$ cat src/rtl/fifo_uart_tx.sv
// Read-domain consumer of the async byte FIFO: pops one byte at a time and
// serializes it as start, 8 data bits LSB first, optional parity, 1-2 stop bits.
module fifo_uart_tx #(
  parameter int CLKS_PER_BIT = 16,
  parameter int PARITY_EN    = 0,
  parameter int PARITY_ODD   = 0,
  parameter int STOP_BITS    = 1
) (
  input  logic        rd_clk,
  input  logic        rst,
  input  logic        enable,
  input  logic        buf_empty,
  input  logic [7:0]  buf_out,
  output logic        rd_en,
  output logic        tx,
  output logic        busy,
  output logic        frame_done,
  output logic [15:0] byte_count
);

  localparam int BW = $clog2(CLKS_PER_BIT);
  localparam logic [BW-1:0] BAUD_LAST = BW'(CLKS_PER_BIT - 1);
  localparam logic [2:0]    STOP_LAST = 3'(STOP_BITS - 1);

  typedef enum logic [2:0] {IDLE, REQ, LOAD, START, DATA, PARITY, STOP} state_t;

  state_t          state, state_next;
  logic [BW-1:0]   baud;
  logic [2:0]      bit_cnt;
  logic [7:0]      shift;
  logic            parity_bit;
  logic            baud_last;

  assign baud_last = (baud == BAUD_LAST);

  always_comb begin
    state_next = state;
    unique case (state)
      IDLE:    if (enable && !buf_empty) state_next = REQ;
      REQ:     state_next = LOAD;
      LOAD:    state_next = START;
      START:   if (baud_last) state_next = DATA;
      DATA:    if (baud_last && bit_cnt == 3'd7)
                 state_next = (PARITY_EN != 0) ? PARITY : STOP;
      PARITY:  if (baud_last) state_next = STOP;
      STOP:    if (baud_last && bit_cnt == STOP_LAST) state_next = IDLE;
      default: state_next = IDLE;
    endcase
  end

  // tx is decoded from registered state only, so it never glitches on inputs.
  always_comb begin
    tx = 1'b1;
    unique case (state)
      START:   tx = 1'b0;
      DATA:    tx = shift[0];
      PARITY:  tx = parity_bit;
      default: tx = 1'b1;
    endcase
  end

  assign busy       = (state != IDLE);
  assign frame_done = (state == STOP) && baud_last && (bit_cnt == STOP_LAST);

  always_ff @(posedge rd_clk) begin
    if (rst) begin
      state      <= IDLE;
      rd_en      <= 1'b0;
      baud       <= '0;
      bit_cnt    <= 3'd0;
      shift      <= 8'd0;
      parity_bit <= 1'b0;
      byte_count <= 16'd0;
    end else begin
      state <= state_next;
      rd_en <= (state_next == REQ);

      if (state inside {START, DATA, PARITY, STOP})
        baud <= baud_last ? '0 : baud + 1'b1;
      else
        baud <= '0;

      if (state == LOAD) begin
        shift      <= buf_out;
        parity_bit <= (^buf_out) ^ (PARITY_ODD != 0);
      end

      // bit_cnt wraps 7 -> 0 leaving DATA, so STOP always starts counting at 0.
      if (state == DATA && baud_last) begin
        shift   <= shift >> 1;
        bit_cnt <= bit_cnt + 3'd1;
      end
      if (state == STOP && baud_last)
        bit_cnt <= frame_done ? 3'd0 : bit_cnt + 3'd1;

      if (frame_done)
        byte_count <= byte_count + 16'd1;
    end
  end

endmodule
$ cat config.mk
export PLATFORM = sky130hd
export DESIGN_NAME = fifo_uart_tx
export DESIGN_NICKNAME = d
export VERILOG_FILES = /design/src/rtl/fifo_uart_tx.sv
export SDC_FILE = /design/constraint.sdc
export NUM_CORES = 1
export LEC_CHECK = 0
export CORE_MARGIN = 2
export CORE_UTILIZATION = 52
export CTS_BUF_LIST = sky130_fd_sc_hd__clkbuf_4 sky130_fd_sc_hd__clkbuf_8 sky130_fd_sc_hd__clkbuf_16
export DETAILED_ROUTE_END_ITERATION = 12
export GPL_TIMING_DRIVEN = 0
export PLACE_DENSITY_LB_ADDON = 0.12
export SLEW_MARGIN = 40
export SYNTH_ARGS = -nofsm -noshare
export SYNTH_HDL_FRONTEND = slang
export SYNTH_SLANG_ARGS = --single-unit
$ cat constraint.sdc
create_clock -name rd_clk -period 2.4 [get_ports rd_clk]
set_input_delay 0.48 -clock rd_clk [delete_from_list [all_inputs] [get_ports rd_clk]]
set_output_delay 0.48 -clock rd_clk [all_outputs]
set_load 0.01 [all_outputs]
Yosys cells after proc, flatten, opt, wreduce, memory -nomap -nowiden
Cells that the tools add are included.
{"block": "totals", "reg_bits": 36, "input_bits": 12}
{"block": "op_classes", "add_sub_neg": 3, "eq_ne": 9, "n_mux": 12, "bitwise_logic": 1, "n_reduce_logical": 16}
{"op": "3-bit two-way mux", "count": 8}
{"op": "3-bit one-hot mux with 7 select lines", "count": 1}
{"op": "16-bit by 1-bit adder with 16-bit output, second input constant", "count": 1}
{"op": "7-bit two-way mux", "count": 2}
{"op": "3-bit equality test, second input constant", "count": 4}
{"op": "8-bit XOR reduction", "count": 1}
{"op": "3-bit by 1-bit equality test with 1-bit output, second input constant", "count": 2}
{"op": "3-bit by 2-bit equality test with 1-bit output, second input constant", "count": 2}
{"op": "1-bit logical AND", "count": 6}
{"op": "3-bit logical NOT", "count": 2}
{"op": "4-bit by 1-bit adder with 4-bit output, second input constant", "count": 1}
{"op": "4-bit equality test, second input constant", "count": 1}
{"op": "2-bit nonzero test", "count": 2}
{"op": "4-bit nonzero test", "count": 1}
{"op": "3-bit by 1-bit adder with 3-bit output, second input constant", "count": 1}
{"op": "1-bit one-hot mux with 3 select lines", "count": 1}
{"op": "3-bit nonzero test", "count": 1}
{"op": "3-bit OR reduction", "count": 1}
{"op": "2-bit OR reduction", "count": 1}
{"op": "1-bit logical NOT", "count": 1}
{"op": "1-bit NOT", "count": 1}

Logic depth before layout (Yosys ltp)
{"block": "depth", "word_depth": 5, "ltp_mapped": 7, "depth_no_buf": 6}

Least setup slack after synthesis
No wires, ideal clock.
{"block": "synth_path", "kind": "flip-flop to flip-flop", "from": "register bit_cnt[0]", "to": "register byte_count[14]", "t_arrival_ps": 1812, "required_time_ps": 2330, "slack_ps": 517, "path_stages_with_launch": 8, "path_buffers": 1, "path_cell_list": "dfxtp_1 > inv_1 > ha_1 > nand4bb_4 > or4_1 > buf_2 > or3_1 > a21oi_1"}
{"block": "synth_via", "elab_chain_len": 2}
{"item": "start, declared", "line_no": "29", "source": "logic [2:0] bit_cnt;"}
{"item": "start signal, assigned", "line_no": "91", "source": "bit_cnt <= bit_cnt + 3'd1;"}
{"item": "start signal, assigned", "line_no": "94", "source": "bit_cnt <= frame_done ? 3'd0 : bit_cnt + 3'd1;"}
{"item": "3-bit logical NOT", "line_no": "63", "source": "assign frame_done = (state == STOP) && baud_last && (bit_cnt == STOP_LAST);"}
{"item": "1-bit logical AND", "line_no": "63"}
{"item": "end signal, assigned", "line_no": "97", "source": "byte_count <= byte_count + 16'd1;"}
{"item": "end, declared", "line_no": "18", "source": "output logic [15:0] byte_count"}
No other way between the ends.
A chain may end at the register's enable or synchronous reset.

Worst setup path after layout
{"block": "layout_path", "from": "register state[0]", "to": "output port busy"}
{"block": "layout_via", "elab_chain_len": 1}
{"item": "start, declared", "line_no": "27", "source": "state_t state, state_next;"}
{"item": "start signal, assigned", "line_no": "75", "source": "state <= state_next;"}
{"item": "3-bit nonzero test", "line_no": "62", "source": "assign busy = (state != IDLE);"}
{"item": "end, declared", "line_no": "16", "source": "output logic busy,"}
No other way between the ends.

==> metrics.md <==
| Metric | Value |
|---|---|
| Run status | finished, final reports clean |
| Hold Path End | baud[0] |
| Boundary Pins | 32 |
| Via count of the first global-routing pass | roughly 1500 |
| Startpoint of the worst register-to-register path | baud[0] |
| Slowest CP cell | sky130_fd_sc_hd__clkdlybuf4s50_1 |
| Master cell of the clock root buffer | sky130_fd_sc_hd__clkbuf_4 |
| Buffers from clock root to sink, at most | 2 |
| Floorplan die height | 62.9 um |
| List of most frequent post-synthesis cells | sky130_fd_sc_hd__dfxtp_1 (36), sky130_fd_sc_hd__a21oi_1 (21), sky130_fd_sc_hd__nand2_1 (17), sky130_fd_sc_hd__nor2_1 (17), sky130_fd_sc_hd__xnor2_1 (13) |
| Placer congestion estimate | 0.751 |
| End of the worst register-to-register path | byte_count[13] |
| Post-synthesis cell type with the largest combined area | sky130_fd_sc_hd__dfxtp_1 |
| Worst-skew pair later-pin latency | approximately 0.34 ns |
| Critical path cell sequence | buf_2, or3_1, clkdlybuf4s50_1 |
| Per-instance average area after synthesis | approximately 8.5 um2 |
| Yosys Warn Count | 0 |
| Required time of the critical path | 1.92 ns |
| Static Leak | 0.778 nW |
| Count of TritonRoute iterations in the first routing pass | 4 |
| Standard-cell rows | 21 |
| Primary flip-flop cell chosen by synthesis mapping | sky130_fd_sc_hd__dfxtp_1 |
| Clock tree from TritonCTS | yes |
| Biggest area contributors in the synthesized netlist | sky130_fd_sc_hd__dfxtp_1 (40%), sky130_fd_sc_hd__xnor2_1 (6.3%), sky130_fd_sc_hd__a21oi_1 (5.8%), sky130_fd_sc_hd__nand2_1 (3.5%), sky130_fd_sc_hd__nor2_1 (3.5%) |
| Most frequent cell after synthesis | sky130_fd_sc_hd__dfxtp_1 |
| Final Net Count | 269 |
| Post-route worst setup slack | 0.135 ns |
| Worst slack, placed | around 0.33 ns |
| Final count of pins violating max slew | 0 |
| Slew @ Worst Pin | approximately 0.66 ns |
| Total routing resource utilization after global routing | 0.208 |
| Vias after detailed routing | 1630 |
| R2R cell count | 7 |
| Area of the core region | 3340 um2 |
| Post-synth EDFFs | 0 |
| GRT Residual Overflow | 0 |
| Syn_nets | 230 |
| Hold depth | 1 |
| HPWL after detailed placement | 2620 um |
| Starting utilization of the core area | 0.541 |
| Area share of the leading cell type in the synthesized netlist | 0.399 |
| Register-to-register path setup slack | 0.31 ns |
| Antenna violations before repair | 0 |
| Setup TNS | 0 ns |
| Number of diodes | 0 |
| Power Density | slightly above 600 nW/um2 |
| Worst path arrival time | 1.78 ns |
| Count of final hold-check violations | 0 |
| Clock sink count | 36 |
| Post-layout min period | 2.26 ns |
| Layout Cell Area excl Fill | roughly 2300 um2 |
| Share of flip-flops with an asynchronous set or reset | 0 |
| Initial detailed-routing violation count | 90 |
| MaxCap Viol Count | 0 |
| Share of the clock period used by the worst path after layout | 0.944 |
| Vias per cell | between 5 and 6 |
| Detailed-route wire length | 3720 um |
| Critical path start-end classification | reg -> out |
| Remaining number of nets flagged by the antenna check after routing | 0 |
| Count of mapped cells out of synthesis | 213 |
| Maximum number of pins on one net before global-route repair | 13 |
| Count of final setup violators | 0 |
| Die W | 62.9 um |
| Crit path capture type | output port |
| Maximum fanout encountered on the critical timing path | 10 |
| Layout cell share with drive strength beyond 1 | 0.0870 |
| Core utilization of the finished layout | 0.696 |
| Global-route wire length before repair | around 6600 um |
| Maximum VDD drop | 0.000456 V |
| H-tree levels | 2 |
| Unrepaired setup endpoints after global routing | no |
| Count of state elements after synthesis | 36 |
| Number of buffers added by the clock tree synthesis step | 5 |
| Netlist Area Pre-Place | 1800 um2 |
| Synth unique cells | 40 |
| Kind of launch point of the worst setup path | flip-flop |
| Area Overhead vs Synth | 28.7% |
| Fraction of the yosys area taken by sequential cells | 0.399 |
| Placement-stage cell area | 2170 um2 |
| Routed length per instance | 12.5 um |
| DRC Markers | 0 |
| Clock edge transition at the registers on the reported setup and hold paths | 0.11 ns |
| Die area | 3960 um2 |
| Worst Min Path Start | baud[0] |
| Slew Limit Headroom | 0.557 |
| Layout Skew | 0.00576 ns |
| Highest clock rate | 442 MHz |
| Slowest stage delay, CP | between 0.4 and 0.5 ns |
| Class of the tightest hold or removal check | reg -> reg |
| Input/output buffers | 31 |
| CTS Hold Bufs | 0 |
state kept, by name, indices dropped and copies added (netlist names):
name / cells
byte_count: 16
shift: 8
baud: 4
bit_cnt: 3
state: 3
parity_bit: 1
rd_en: 1
metal layers:
metal / part of all wire / vias to the layer above / GRT usage / wire length (um)
met5: 0 / - / 0 / 0
met4: 0.011 / 0 / 0.0583 / 42
met3: 0.040 / 6 / 0.0595 / 148
met2: 0.49 / 37 / 0.360 / 1830
met1: 0.46 / 749 / 0.249 / 1700
li1: - / 838 / - / -
how the worst max path moves through the flow:
stage,to,slack (ns),from,cells after the start
detailed placement,tx,0.33,state[2],5
floorplan,byte_count[14],0.52,bit_cnt[0],7
finish,busy,0.14,state[0],3
global placement,tx,0.32,state[2],5
global route,frame_done,0.02,bit_cnt[0],5
CTS,tx,0.02,state[1],5
worst max-delay path, delay by kind of cell, from the launching register on:
kind | cells | cell delay, ns
buf+inv | 2 | 0.69
flops | 1 | 0.38
simple gates | 1 | 0.38
kinds of logic after synthesis:
family	share of synthesized area
flip-flops	0.399
multiplexers	0.0166
adder cells (fa/ha/maj)	0.0347
XOR/XNOR	0.0728
AND/OR/NAND/NOR	0.273
AO/OA/AOI/OAI	0.160
buffers and inverters	0.0444
cell usage in the layout (no fill, tap or decap), types with 9 or more instances in the layout:
cell type / count
sky130_fd_sc_hd__a21oi_1: 21
sky130_fd_sc_hd__or3_1: 9
sky130_fd_sc_hd__nor2_1: 17
sky130_fd_sc_hd__xnor2_1: 13
sky130_fd_sc_hd__dfxtp_1: 34
sky130_fd_sc_hd__clkdlybuf4s50_1: 30
sky130_fd_sc_hd__o21ai_0: 10
sky130_fd_sc_hd__nand2_1: 17
what timing repair did:
action,CTS,global route
resized for setup,1,9
setup buffers,0,1
endpoints found under the setup margin,1,3
pin swaps,0,1
power breakdown:
group | internal [mW] | switching, mW
logic | 0.0730 | 0.0693
registers | 0.615 | 0.0128
clock network | 0.429 | 0.207
per-stage QoR:
stage          hold slack (ns)  total power, mW  cells
6_report                 0.456             1.41    299
5_1_grt                  0.482             1.47    299
4_1_cts                  0.453             1.42    298
3_5_place_dp             0.438            0.781    290
3_3_place_gp             0.430            0.781    290
2_1_floorplan            0.418            0.729    213
cell type report:
class	count	area, um2
sequential	36	723
clock inverter	3	90.1
timing repair buffer	32	320
multi-input combinational	157	1010
clock buffer	5	37.5
fill	279	1010
tap	46	57.6
buffer	13	58.8
inverter	7	26.3
Power figures use the tool's default switching activity.
